==> src/rtl/bin_to_bcd.sv <==
// bin_to_bcd: sequential double-dabble converter, binary product -> 4-digit packed BCD.
// Latency: BIN_WIDTH+1 clocks from the accepting start edge to the result-visible edge.
// Backpressure: start is accepted only while ready=1; start while busy is dropped, not queued.
//
// Ports:
//   clk, reset            - single clock, synchronous active-high reset
//   bin_in, start         - value to convert, sampled on the edge that accepts start
//   ready, done           - idle indicator, one-cycle pulse when a new result is written
//   BCD_code, valid_BCD   - held result ([15:12] thousands .. [3:0] units), sticky valid level
//   overflow              - last converted value exceeded 9999
// Build option: define BCD_SATURATE_EN to force BCD_code to 16'h9999 on overflow;
// otherwise the low four decimal digits (value mod 10000) are written.
module bin_to_bcd #(
  parameter int BIN_WIDTH = 14
) (
  input  logic                 clk,
  input  logic                 reset,
  input  logic [BIN_WIDTH-1:0] bin_in,
  input  logic                 start,
  output logic                 ready,
  output logic                 done,
  output logic [15:0]          BCD_code,
  output logic                 valid_BCD,
  output logic                 overflow
);

  typedef enum logic [1:0] {IDLE, SHIFT, UPDATE} state_t;

  localparam logic [3:0] LAST_BIT = 4'(BIN_WIDTH - 1);

  state_t               state;
  logic [19:0]          scratch;       // ten-thousands .. units nibbles
  logic [19:0]          corrected;
  logic [19:0]          scratch_next;
  logic [BIN_WIDTH-1:0] bin_sr;
  logic [3:0]           bit_cnt;
  logic [15:0]          result_code;
  logic                 result_ovf;

  // One double-dabble iteration: add-3 to every nibble >= 5 in parallel, then
  // shift left pulling in the next binary bit. The shift is written on the
  // whole corrected word; the ten-thousands nibble never exceeds 1 so nothing
  // meaningful falls off the top.
  always_comb begin
    corrected = scratch;
    for (int i = 0; i < 5; i++) begin
      if (scratch[4*i +: 4] >= 4'd5) begin
        corrected[4*i +: 4] = scratch[4*i +: 4] + 4'd3;
      end
    end
    scratch_next = (corrected << 1) | {19'd0, bin_sr[BIN_WIDTH-1]};
  end

  assign result_ovf = (scratch[19:16] != 4'd0);

`ifdef BCD_SATURATE_EN
  assign result_code = result_ovf ? 16'h9999 : scratch[15:0];
`else
  assign result_code = scratch[15:0];
`endif

  always_ff @(posedge clk) begin
    if (reset) begin
      state     <= IDLE;
      scratch   <= '0;
      bin_sr    <= '0;
      bit_cnt   <= '0;
      ready     <= 1'b1;
      done      <= 1'b0;
      BCD_code  <= 16'h0000;
      valid_BCD <= 1'b0;
      overflow  <= 1'b0;
    end else begin
      done <= 1'b0;
      case (state)
        IDLE: begin
          if (start) begin
            bin_sr  <= bin_in;
            scratch <= '0;
            bit_cnt <= '0;
            ready   <= 1'b0;
            state   <= SHIFT;
          end
        end
        SHIFT: begin
          scratch <= scratch_next;
          bin_sr  <= bin_sr << 1;
          bit_cnt <= bit_cnt + 4'd1;
          if (bit_cnt == LAST_BIT) begin
            state <= UPDATE;
          end
        end
        UPDATE: begin
          // Outputs only move here, so the display never sees a partial value.
          BCD_code  <= result_code;
          overflow  <= result_ovf;
          valid_BCD <= 1'b1;
          done      <= 1'b1;
          ready     <= 1'b1;
          state     <= IDLE;
        end
        default: begin
          ready <= 1'b1;
          state <= IDLE;
        end
      endcase
    end
  end

endmodule

==> config.mk <==
export PLATFORM = sky130hd
export DESIGN_NAME = bin_to_bcd
export DESIGN_NICKNAME = d
export VERILOG_FILES = /design/src/rtl/bin_to_bcd.sv
export SDC_FILE = /design/constraint.sdc
export NUM_CORES = 1
export LEC_CHECK = 0
export ABC_AREA = 1
export BUFFER_PORTS_ARGS = -buffer_cell sky130_fd_sc_hd__buf_2
export CAP_MARGIN = 20
export CORE_UTILIZATION = 58
export DETAILED_ROUTE_END_ITERATION = 10
export PLACE_DENSITY = 0.8
export SETUP_SLACK_MARGIN = 0.05
export SLEW_MARGIN = 20
export SYNTH_ARGS = -nofsm -noshare
export SYNTH_HDL_FRONTEND = slang
export SYNTH_SLANG_ARGS = --single-unit
==> constraint.sdc <==
create_clock -name clk -period 2.6 [get_ports clk]
set_clock_uncertainty 0.2 [all_clocks]
set_input_delay 0.52 -clock clk [delete_from_list [all_inputs] [get_ports clk]]
set_output_delay 0.52 -clock clk [all_outputs]
set_load 0.1 [all_outputs]
## Yosys cells after proc, flatten, opt, wreduce, memory -nomap -nowiden

Index checks and enable logic that the tools add are counted.

- Input bits: 17
- Flip-flop bits (word level): 60
- Output and inout bits: 20

- Muxes and demuxes: 17
- Eq/ne operators: 5
- Reductions and logical operators: 6
- Bitwise logic cells: 2
- $lt $le $gt $ge: 5
- Add/subtract/negate cells: 6

Operator list:

| cell | count |
|---|---|
| one-hot mux 20 bit (2 select lines) | 1 |
| one-hot mux 14 bit (2 select lines) | 1 |
| >= comparator 4 x 3 -> 1 bit, second input constant | 5 |
| 2-to-1 mux 20 bit | 1 |
| 2-to-1 mux 4 bit | 5 |
| bitwise OR 20 x 1 -> 20 bit | 1 |
| adder 4 x 2 -> 4 bit, second input constant | 4 |
| 2-to-1 mux 14 bit | 1 |
| one-hot mux 4 bit (2 select lines) | 1 |
| AND reduction 2 bit | 3 |
| adder 4 x 1 -> 4 bit, second input constant | 1 |
| == test 4 bit, second input constant | 1 |
| 2-to-1 mux 2 bit | 2 |
| inequality test 2 bit, second input constant | 2 |
| one-hot mux 2 bit (2 select lines) | 1 |
| nonzero test 4 bit | 1 |
| adder 3 x 2 -> 3 bit, second input constant | 1 |
| 2-to-1 mux 3 bit | 1 |
| == test 2 x 1 -> 1 bit, second input constant | 1 |
| == test 2 bit, second input constant | 1 |
| logical NOT 2 bit | 1 |
| 2-to-1 mux 1 bit | 2 |
| one-hot mux 1 bit (2 select lines) | 1 |
| nonzero test 2 bit | 1 |
| NOT 1 bit | 1 |

## Depth between registers and ports, before layout

Gate-level depths: netlist of run 1.

- Depth in word-level cells: 4
- Gate-level depth with buffers: 9

## Least setup slack after synthesis of run 1

Ideal clock, no wire load.

- Path type: register -> output
- Start point: register ready
- End point: output ready
- Stages on the path, launching flop included: 1
- Slack: 955 ps
- Path buffers: 0
- Required time: 1880 ps
- Arrival: 925 ps
- Path through: dfxtp_1

RTL lines:

| what | RTL line | RTL |
|---|---|---|
| start: declaration | 20 | `output logic ready,` |
| start signal: assignment | 68 | `ready <= 1'b1;` |
| start signal: assignment | 81 | `ready <= 1'b0;` |
| start signal: assignment | 99 | `ready <= 1'b1;` |

No word-level cell between the ends.

## Worst setup path in the final report of run 1

- Start point: register ready
- End point: output ready

No word-level cell between the ends.

==> flow_summary.rst, run 1 <==
.. list-table::
   :header-rows: 1

   * - Metric
     - Value
   * - Dominant combinational cell family by area after synthesis
     - simple AND/OR/NAND/NOR gates
   * - Leakage component of the power
     - 1.413 nW
   * - Max-slew headroom at the worst pin
     - between 60% and 70%
   * - Clock network latency to the later pin of the worst-skew pair
     - 340 ps
   * - Critical path required time
     - 1880 ps
   * - Final period util
     - a little over two thirds
   * - Final standard cell count with taps included and fillers excluded
     - around 470
   * - Terminating pin of the worst hold path
     - bin_sr[0]
   * - Combined area of the multi-input logic cells
     - 0.001291 mm2
   * - Number of diodes added for antenna fixing
     - 0
   * - CTS hold repair buffers
     - 0
   * - DRC viols
     - 0
   * - GRT overflow
     - 0
   * - Kind of cell adding the most delay to the critical path
     - buffers and inverters
   * - Number of enable flip-flop cells after synthesis
     - 0
   * - Clock tree from TritonCTS
     - done
   * - Parity-gate share of the synthesized area counting xor and xnor cells
     - 0%
   * - Multiplexer fraction of the synthesized cell area
     - 0%
   * - Total power draw
     - just over 0.002 W
   * - Sequential cell area in the final layout
     - 0.001201 mm2
   * - Top FF cell, synth
     - dfxtp_1
   * - Post-route cell area
     - 0.003149 mm2
   * - # port buffers
     - 36
   * - Final count of negative-setup-slack endpoints
     - 0
   * - Number of global-route vias before repair
     - 2246
   * - Post-Place Cells
     - 451
   * - Number of buffers added for setup after CTS
     - 0
   * - Synth area leaders
     - dfxtp_1 44%, nand2_1 14%, a21oi_1 7.7%, ha_1 6.0%, nand3_1 5.7%
   * - Final #Nets
     - 440
   * - Area share of the leading cell type in the synthesized netlist
     - 44.26%
   * - Final Hold Vio Count
     - 0
   * - Synthesized area
     - 0.002714 mm2
   * - CTS buffer count
     - 9
   * - Filler cells
     - 371
   * - Hold Crit Depth
     - 3
   * - Post-route minimum period
     - 1830 ps
   * - Run status
     - finished clean
   * - Via total after detailed routing
     - 2469
   * - Average cell area after synthesis
     - about 7.3 um2
   * - Distinct cell type count after synthesis
     - 22
   * - Clock H-tree levels
     - 3
   * - Synthesized-area fraction occupied by ao, oa, aoi and oai cells
     - 16.04%
   * - Final GP Congestion
     - roughly 0.80
   * - Floorplan die area
     - 0.004957 mm2
   * - Unrepaired setup endpoints after global routing
     - false
   * - Number of warnings reported in the yosys synthesis log
     - 0
   * - Path depth of the worst reg2reg path
     - 6
   * - Critical path class
     - reg -> out
   * - Max-cap violations
     - 0
   * - Largest net degree at the start of global routing
     - 36
   * - Worst Hold Class
     - in -> reg
   * - Slack of the worst reg-to-reg path
     - 890 ps
   * - R2r endpoint
     - bit_cnt[2]
   * - Starting Density
     - 61.48%
   * - Width of the die
     - 70.41 um
   * - Min setup slack post-route
     - 769.7 ps
   * - Total track usage
     - between 20% and 30%
   * - Post-synthesis register bit count
     - 60
   * - Via/cell ratio
     - between 5 and 6
   * - Most frequently used cell type in the post-synthesis netlist
     - nand2_1
   * - Data arrival time of the worst path
     - 1110 ps
   * - Number of antenna violations at the first check in global routing
     - 0
   * - Final total negative setup slack
     - 0 ps
   * - Cell with the largest stage delay on the worst path
     - buf_2
   * - Area delta synth->final
     - 16.04%
   * - Root buffer cell
     - clkbuf_8
   * - Standard cell area after detailed placement
     - 0.002918 mm2
   * - Die outline height
     - 70.41 um
   * - Post-Syn Nets
     - between 400 and 500
   * - Site Rows
     - 24
   * - Buffers from clock root to sink, at most
     - 2
   * - Critical Path Start
     - ready
   * - Post-synth top cells
     - 98 x nand2_1, 60 x dfxtp_1, 42 x a21oi_1
   * - Hold Path Origin
     - bin_in[0]
   * - DR WL/cell
     - between 10 and 15 um
   * - Setup slack after placement
     - 775.1 ps
   * - Sequential element share of the synthesized area
     - 44.26%
   * - Clock net sink count
     - 60
   * - WL final
     - 5573 um
   * - Arithmetic-cell share of the synthesized area counting full adders, half adders and majority gates
     - 5.994%
   * - First-pass GRT wire length
     - about 9700 um
   * - Ys async rst share
     - 0%
   * - Placed wire-length estimate after detailed placement
     - 3719 um
   * - Worst Tran Pin Value
     - 588.4 ps
   * - Number of buffer and inverter instances along the worst setup path
     - 1
   * - Simple-gate share of the synthesized area
     - about a quarter
   * - IR drop worst, VDD
     - ~530 uV
   * - Power per Cell Area
     - 651.1 mW/mm2
   * - Number of gates given a new drive strength after cts
     - 0
   * - Highest cell delay on the worst timing path
     - between 400 and 500 ps
   * - Core area
     - 0.004414 mm2
   * - First drt pass iteration count
     - 4
   * - First DRT Iteration DRCs
     - 201
   * - Boundary Pins
     - 37
   * - Clock-pin slew on the worst setup and hold paths
     - approximately 60 ps
   * - Fraction of final layout cells with drive strength greater than 1
     - roughly 15%
   * - Critical Path End Type
     - output pin
   * - Max Fclk
     - 546.4 MHz
   * - Fin. max-slew vios
     - 0
   * - Worst path cell trace
     - buf_2
   * - Post-synth top area cell
     - dfxtp_1
   * - Gate Count Post-Synth
     - between 300 and 400
   * - Startpoint kind of the worst setup timing path
     - flip-flop
   * - DRT antenna net count
     - 0
   * - Startpoint of the worst register-to-register path
     - state[0]
   * - Maximum net fanout on the critical path
     - 2
## worst max-delay path by stage
stage,endpoint,slack (ps),cells past startpoint
2_1_floorplan,ready,950,0
3_3_place_gp,bit_cnt[2],820,6
4_1_cts,overflow,760,1
6_report,ready,770,1
3_5_place_dp,bin_sr[3],780,8
5_1_grt,bit_cnt[2],720,6
## cell usage in the layout (no fill, tap or decap)
master	netlist	final
a22oi_1	5	5
inv_2	3	3
a41oi_1	1	1
o21ai_0	31	31
buf_4	3	5
a31oi_1	1	1
buf_2	6	36
nor2_2	3	3
inv_1	35	35
clkinv_2	0	2
bufinv_16	0	3
nand2_2	2	2
o21ai_1	2	2
nand4_1	10	10
o31ai_1	1	1
dfxtp_1	60	60
a21oi_1	42	42
clkbuf_8	0	9
nand3_1	31	31
nor2_1	19	19
clkbuf_1	5	2
ha_1	13	13
nor3_1	1	1
nand2_1	98	98
## per-layer routing
| layer | vias to the layer above | global-route usage [%] | part of all wire, % |
|---|---|---|---|
| met5 | - | 0 | 0 |
| met4 | 0 | 11.78 | 2.0 |
| met3 | 12 | 4.473 | 4.4 |
| met2 | 65 | 40.32 | 46 |
| met1 | 1091 | 31.41 | 47 |
| li1 | 1301 | - | - |
## cells by family after synthesis
group           after synthesis
compound gates               83
fa+ha+maj                    13
buf+inv                      54
flops                        60
simple gates                164
## metrics by stage
stage                     utilization [%]  hold WS (ps)
after global routing                71.34         260.0
final                               71.34         245.6
after detailed placement            66.10         243.9
after global placement              66.10         243.9
after CTS                           71.34         235.2
after floorplan                         -         226.2
## where the power goes
group | leakage (nW) | total (W) | switching [W] | internal [W]
Sequential | 0.486 | 0.000952 | 0.0000132 | 0.000938
Clock | 0.117 | 0.000980 | 0.000345 | 0.000634
Combinational | 0.810 | 0.000119 | 0.0000830 | 0.0000363
## sequential cells by signal, indices dropped and copies added (netlist names)
name and count:
scratch 20, BCD_code 16, ready 1, overflow 1, state 2, done 1, bin_sr 14, bit_cnt 4
valid_BCD 1
## final cells by class
cell class,instances,area share [%]
clock buffers,11,4.172
clock inverters,5,3.178
inverters,38,4.529
multi-input cells,260,41.00
flip-flops and latches,60,38.14
well taps,52,2.066
repair buffers,41,6.913
No activity file was read; power rests on OpenSTA's default activity.
==> inputs of run 2 (changes only) <==
CORE_UTILIZATION = 57   (was 58)
PLACE_DENSITY = 0.79   (was 0.8)
clock period = 1.78 ns   (was 2.6 ns; I/O delays follow)
==> run 2 against run 1 <==
The flow now finishes with violations (design-rule violations). Global-route usage rose by 1.1 points. Critical path depth did not move. Design area grew 0.99%. Worst setup slack lost 650 ps. Sequential cell count is the same. Sequential power grew 46%. Sequential share of layout area is 0.38 points lower. Hold slack got worse by 170 ps. Total power up 35%. Via count is 3.0% higher. Die area increased by 1.7%. Clock-buffer cell count is 5 higher. Critical endpoint is now BCD_code[4]. Largest power group is now sequential cells. Highest routed layer unchanged.
==> flow_summary.rst, run 2 (synthesized netlist as in run 1, its figures left out) <==
.. list-table::
   :header-rows: 1

   * - Metric
     - Value
   * - First-pass GRT wire length
     - 10160 um (+5.2%)
   * - DRT antenna net count
     - 0 (unchanged)
   * - Max Fclk
     - 602.7 MHz
   * - Critical path class
     - reg -> out
   * - Number of buffer and inverter instances along the worst setup path
     - 1 (unchanged)
   * - Total track usage
     - 25.82% (+1.1 points)
   * - Number of gates given a new drive strength after cts
     - 0 (unchanged)
   * - Final period util
     - 93.21%
   * - Violated checks
     - design-rule violations
   * - Boundary Pins
     - 37 (unchanged)
   * - Critical Path End Type
     - output pin
   * - Number of diodes added for antenna fixing
     - 0 (unchanged)
   * - Final #Nets
     - 445 (+1.1%)
   * - CTS buffer count
     - 9 (unchanged)
   * - Number of antenna violations at the first check in global routing
     - 0 (unchanged)
   * - IR drop worst, VDD
     - 545.3 uV (+3.6%)
   * - Highest cell delay on the worst timing path
     - 430 ps (about the same)
   * - Leakage component of the power
     - 1.431 nW (+1.2%)
   * - CTS hold repair buffers
     - 0 (unchanged)
   * - Buffers from clock root to sink, at most
     - 2 (unchanged)
   * - First DRT Iteration DRCs
     - 221 (+10%)
   * - Core area
     - 0.004474 mm2 (+1.4%)
   * - WL final
     - 5961 um (+7.0%)
   * - Hold Crit Depth
     - 3 (unchanged)
   * - Hold Path Origin
     - bin_in[0]
   * - Worst path cell trace
     - buf_2
   * - Fraction of final layout cells with drive strength greater than 1
     - 16.19% (+1.0 points)
   * - Final total negative setup slack
     - 0 ps (unchanged)
   * - Terminating pin of the worst hold path
     - bin_sr[0]
   * - Max reg flops
     - 20 (unchanged)
   * - Slack of the worst reg-to-reg path
     - 240 ps (-650 ps)
   * - DR WL/cell
     - 12.63 um (+5.8%)
   * - Final count of negative-setup-slack endpoints
     - 0 (unchanged)
   * - Post-route minimum period
     - 1659 ps
   * - Run status
     - finished, violations left
   * - First drt pass iteration count
     - 10 (+6)
   * - Register ranked first by flip-flop count
     - scratch
   * - Worst Tran Pin Value
     - 489.3 ps (-99.09 ps)
   * - Worst Hold Class
     - in -> reg
   * - Filler cells
     - 369 (-0.54%)
   * - Startpoint kind of the worst setup timing path
     - flip-flop
   * - Largest net degree at the start of global routing
     - 36 (unchanged)
   * - Startpoint of the worst register-to-register path
     - scratch[8]
   * - Clock net sink count
     - 60 (unchanged)
   * - Max-cap violations
     - 0 (unchanged)
   * - Setup slack after placement
     - 243.8 ps (-531.3 ps)
   * - Die outline height
     - 71 um (+0.85%)
   * - Data arrival time of the worst path
     - 1100 ps (about the same)
   * - Area delta synth->final
     - 17.20%
   * - Clock network latency to the later pin of the worst-skew pair
     - 330 ps (about the same)
   * - Combined area of the multi-input logic cells
     - 0.001291 mm2 (unchanged)
   * - DRC viols
     - 7 (+7)
   * - Kind of cell adding the most delay to the critical path
     - buffers and inverters
   * - GRT overflow
     - 0 (unchanged)
   * - Most common library cell in the layout ignoring fill and taps
     - nand2_1
   * - Critical path required time
     - 1220 ps (-660 ps)
   * - Starting Density
     - 60.65% (-0.83 points)
   * - Power per Cell Area
     - 872.2 mW/mm2 (+34%)
   * - Path depth of the worst reg2reg path
     - 9 (+3)
   * - # port buffers
     - 36 (unchanged)
   * - Number of global-route vias before repair
     - 2314 (+3.0%)
   * - Cell with the largest stage delay on the worst path
     - buf_2
   * - Commonest non-fill, non-tap cells in the layout
     - 98 x nand2_1, 60 x dfxtp_1, 42 x a21oi_1
   * - Clock H-tree levels
     - 3 (unchanged)
   * - Clock tree from TritonCTS
     - done
   * - Registers with the most flip-flops
     - scratch (20), BCD_code (16), bin_sr (14)
   * - Min setup slack post-route
     - 120.8 ps (-648.9 ps)
   * - Clock-pin slew on the worst setup and hold paths
     - 60 ps (about the same)
   * - Unrepaired setup endpoints after global routing
     - false
   * - Floorplan die area
     - 0.005041 mm2 (+1.7%)
   * - Site Rows
     - 24 (unchanged)
   * - Via total after detailed routing
     - 2544 (+3.0%)
   * - Final GP Congestion
     - 0.8596 (+6.9%)
   * - Width of the die
     - 71 um (+0.85%)
   * - Root buffer cell
     - clkbuf_8
   * - Max-slew headroom at the worst pin
     - 67.60% (+6.9 points)
   * - Number of buffers added for setup after CTS
     - 0 (unchanged)
   * - Fin. max-slew vios
     - 0 (unchanged)
   * - Final Hold Vio Count
     - 0 (unchanged)
   * - Maximum net fanout on the critical path
     - 2 (unchanged)
   * - Via/cell ratio
     - 5.390 (+1.9%)
   * - Sequential cell area in the final layout
     - 0.001201 mm2 (unchanged)
   * - R2r endpoint
     - scratch[12]
   * - Placed wire-length estimate after detailed placement
     - 4017 um (+8.0%)
run 2: changes by cell type in the layout (fill, tap and decap cells not counted), sizes merged:
cell	change
buf	+5
bufinv	-3
clkbuf	+5
clkinv	-2
run 2: how the worst max path moves through the flow:
stage	cells past startpoint	end	startpoint	slack (ps)
3_5_place_dp	4	bit_cnt[1]	state[0]	240
2_1_floorplan	2	overflow	overflow	210
4_1_cts	1	BCD_code[4]	BCD_code[4]	120
3_3_place_gp	5	BCD_code[12]	reset	280
5_1_grt	9	scratch[16]	scratch[12]	70
6_report	1	BCD_code[4]	BCD_code[4]	120
run 2: worst min-delay path: stages:
cell and delay [ps]:
buf_2 90, nand2_1 50, a21oi_1 60
run 2: final cells by class:
class | instances | share of cell area (%)
Clock buffer | 16 | 6.294
Multi-Input combinational cell | 260 | 40.60
Timing Repair Buffer | 46 | 8.812
Inverter | 38 | 4.485
Tap cell | 52 | 2.046
Sequential cell | 60 | 37.77
run 2: metrics by stage:
stage	utilization, %	hold slack, ps	cell area [um2]	total power, W	std cells
after floorplan	-	226.2	2714	0.001543	374
after global routing	71.09	92.23	3181	0.002883	472
after CTS	71.09	65.20	3181	0.002793	472
after global placement	66.61	235.5	2980	0.001609	456
after detailed placement	66.61	242.0	2980	0.001614	456
final	71.09	77.27	3181	0.002774	472
run 2: power breakdown:
part / internal [W] / switching, W
registers: 0.00137 / 0.0000187
clock network: 0.000698 / 0.000490
logic: 0.0000685 / 0.000128
total: 0.00214 / 0.000637
run 2: metal layers:
metal	track usage (%)	vias to the layer above	part of all wire, %
met5	0	-	0
met2	42.52	69	47
met3	4.701	10	3.5
met4	13.11	0	1.8
met1	32.50	1152	48
li1	-	1313	-
==> inputs of run 3 (changes only) <==
ABC_AREA = unset   (was 1)
==> run 3 against run 2 <==
The flow now finishes without violations. Cell count decreased by 5.3%. Non-clock buffer count increased by 3. Worst setup slack improved by 5.9 ps. Hold slack improved by 20 ps. Clock-buffer cell count decreased by 3. Synthesized area increased by 6.3%. Register-to-register slack got worse by 70 ps. Largest cell class unchanged. Highest routed layer unchanged.
==> flow_summary.rst, run 3 <==
.. list-table::
   :header-rows: 1

   * - Metric
     - Value
   * - Run status
     - finished clean
   * - CTS hold repair buffers
     - 0 (unchanged)
   * - Gate Count Post-Synth
     - 340 (-9.1%)
   * - Max-cap violations
     - 0 (unchanged)
   * - Via total after detailed routing
     - 2433 (-4.4%)
   * - Floorplan die area
     - 0.005348 mm2 (+6.1%)
   * - Kind of cell adding the most delay to the critical path
     - buffers and inverters
   * - Clock-pin slew on the worst setup and hold paths
     - 60 ps (about the same)
   * - Worst Tran Pin Value
     - 488.0 ps (-1.286 ps)
   * - Total track usage
     - 24.35% (-1.5 points)
   * - Site Rows
     - 25 (+4.2%)
   * - Final core utilization
     - 69.23% (-1.9 points)
   * - Max-slew headroom at the worst pin
     - 67.69% (+0.085 points)
   * - Distinct cell type count after synthesis
     - 34 (+55%)
   * - Startpoint kind of the worst setup timing path
     - flip-flop
   * - First DRT Iteration DRCs
     - 113 (-49%)
   * - Commonest non-fill, non-tap cells in the layout
     - 59 x dfxtp_1, 48 x nor2_1, 45 x a21oi_1
   * - Cell with the largest stage delay on the worst path
     - buf_2
   * - Number of global-route vias before repair
     - 2299 (-0.65%)
   * - Maximum net fanout on the critical path
     - 2 (unchanged)
   * - Core area
     - 0.004786 mm2 (+7.0%)
   * - Number of buffer and inverter instances along the worst setup path
     - 1 (unchanged)
   * - Clock H-tree levels
     - 3 (unchanged)
   * - Placed wire-length estimate after detailed placement
     - 3912 um (-2.6%)
   * - Via/cell ratio
     - 5.443 (+0.99%)
   * - Post-synth top area cell
     - dfxtp_1
   * - Sequential element share of the synthesized area
     - 41.65% (-2.6 points)
   * - Hold Path Origin
     - reset
   * - Leakage component of the power
     - 1.374 nW (-4.0%)
   * - Largest net degree at the start of global routing
     - 32 (-11%)
   * - Fin. max-slew vios
     - 0 (unchanged)
   * - Critical path required time
     - 1220 ps (about the same)
   * - Number of warnings reported in the yosys synthesis log
     - 0 (unchanged)
   * - Filler cells
     - 411 (+11%)
   * - Starting Density
     - 60.26% (-0.39 points)
   * - Most frequently used cell type in the post-synthesis netlist
     - dfxtp_1
   * - Post-synthesis register bit count
     - 60 (unchanged)
   * - DR WL/cell
     - 12.85 um (+1.8%)
   * - Area share of the leading cell type in the synthesized netlist
     - 41.65% (-2.6 points)
   * - Final #Nets
     - 406 (-8.8%)
   * - Area delta synth->final
     - 14.88%
   * - Post-Syn Nets
     - 370 (-8.4%)
   * - Unrepaired setup endpoints after global routing
     - true
   * - Number of enable flip-flop cells after synthesis
     - 0 (unchanged)
   * - CTS buffer count
     - 9 (unchanged)
   * - Top FF cell, synth
     - dfxtp_1
   * - Registers with the most flip-flops
     - scratch (20), BCD_code (16), bin_sr (14)
   * - Critical Path Start
     - ready
   * - Synth area leaders
     - dfxtp_1 42%, a21oi_1 8.7%, nor2_1 6.2%, ha_1 5.6%, nand2_1 4.3%
   * - Final GP Congestion
     - 0.7264 (-15%)
   * - Number of diodes added for antenna fixing
     - 0 (unchanged)
   * - Clock net sink count
     - 60 (unchanged)
   * - GRT overflow
     - 0 (unchanged)
   * - Clock network latency to the later pin of the worst-skew pair
     - 340 ps (about the same)
   * - Most common library cell in the layout ignoring fill and taps
     - dfxtp_1
   * - First-pass GRT wire length
     - 9915 um (-2.4%)
   * - Max reg flops
     - 20 (unchanged)
   * - DRC viols
     - 0 (-7)
   * - Power per Cell Area
     - 815.3 mW/mm2 (-6.5%)
   * - Number of antenna violations at the first check in global routing
     - 0 (unchanged)
   * - Standard cell area after detailed placement
     - 0.003119 mm2 (+4.7%)
   * - Fraction of final layout cells with drive strength greater than 1
     - 22.63% (+6.4 points)
   * - Ys async rst share
     - 0% (unchanged)
   * - Post-route cell area
     - 0.003313 mm2 (+4.2%)
   * - Buffers from clock root to sink, at most
     - 2 (unchanged)
   * - Clock tree from TritonCTS
     - done
   * - Root buffer cell
     - clkbuf_8
   * - IR drop worst, VDD
     - 570.4 uV (+4.6%)
   * - WL final
     - 5746 um (-3.6%)
   * - Critical Path End Type
     - output pin
   * - # port buffers
     - 36 (unchanged)
   * - Register ranked first by flip-flop count
     - scratch
   * - Worst path cell trace
     - buf_2
   * - Final total negative setup slack
     - 0 ps (unchanged)
   * - Final Hold Vio Count
     - 0 (unchanged)
   * - Max Fclk
     - 604.9 MHz (+0.36%)
   * - First drt pass iteration count
     - 4 (-6)
   * - Post-route minimum period
     - 1653 ps (-5.883 ps)
   * - Data arrival time of the worst path
     - 1100 ps (about the same)
   * - Worst Hold Class
     - in -> reg
   * - Total power draw
     - 0.002701 W (-2.6%)
   * - Post-synth top cells
     - 60 x dfxtp_1, 50 x a21oi_1, 48 x nor2_1
   * - Width of the die
     - 73.13 um (+3.0%)
   * - Synthesized area
     - 0.002884 mm2 (+6.3%)
   * - Boundary Pins
     - 37 (unchanged)
   * - Startpoint of the worst register-to-register path
     - scratch[5]
   * - Average cell area after synthesis
     - 8.482 um2 (+17%)
   * - DRT antenna net count
     - 0 (unchanged)
   * - Highest cell delay on the worst timing path
     - 430 ps (about the same)
   * - Final count of negative-setup-slack endpoints
     - 0 (unchanged)
   * - Die outline height
     - 73.13 um (+3.0%)
   * - Final period util
     - 92.88% (-0.33 points)
   * - Critical path class
     - reg -> out
   * - Worst hold slack across all endpoints
     - 97.18 ps (+19.91 ps)
-- run 3: power breakdown --
group / total (W) / internal, W / switching (W)
Combinational: 0.000232 / 0.0000938 / 0.000138
Sequential: 0.00141 / 0.00138 / 0.0000279
Clock: 0.00106 / 0.000569 / 0.000494
-- run 3: per-layer routing --
layer | GRT usage, % | wire length, um | vias up
li1 | - | - | 1232
met2 | 41.56 | 2873 | 39
met4 | 7.407 | 71 | 0
met1 | 28.48 | 2577 | 1154
met5 | 0 | 0 | -
met3 | 8.702 | 223 | 8
-- run 3: metrics by stage --
step / worst slack [ps] / instances
floorplan: 212.8 / 340
global placement: 116.3 / 432
detailed placement: 43.46 / 432
CTS: 58.47 / 447
global route: 35.56 / 447
finish: 126.7 / 447
-- run 3: worst register-to-register path, stage by stage, from the launching register on --
cell,delay (ps)
dfxtp_1,380
inv_1,90
ha_1,170
nand2b_1,140
a21oi_2,200
mux2i_1,220
a22o_1,140
-- run 3: what timing repair did --
action,4_1_cts,5_1_grt
gates resized for setup,1,6
pin swaps,0,1
cloned,0,0
endpoints found under the setup margin,3,14
hold endpoints to repair,0,0
setup buffers,0,0
-- run 3: final cells by class --
class	count	area [um2]	share of cell area, %
multi-input combinational	238	1500	45.28
sequential	60	1202	36.29
timing repair buffer	49	290.3	8.761
clock buffer	13	158.9	4.796
tap	67	83.83	2.530
inverter	18	67.56	2.039
clock inverter	2	10.01	0.3021
-- run 3: cell families (layout without fill, tap and decap cells) --
kind of cell / Yosys count / in the layout / synth area share, %
muxes: 6 / 6 / 2.126
DFF: 60 / 60 / 41.65
and+or+nand+nor: 118 / 118 / 18.79
buffers and inverters: 42 / 82 / 7.158
xor gates and xnor gates: 9 / 9 / 2.733
adders and majority gates: 13 / 13 / 5.640
AOI/OAI and AO/OA: 92 / 92 / 21.91
-- run 3: worst paths after layout --
| check | slack (ps) | to | depth (start not counted) |
|---|---|---|---|
| min | 100 | scratch[11] | 2 |
| min reg2reg | 250 | BCD_code[0] | 2 |
| max | 130 | ready | 1 |
| max reg2reg | 170 | scratch[6] | 6 |
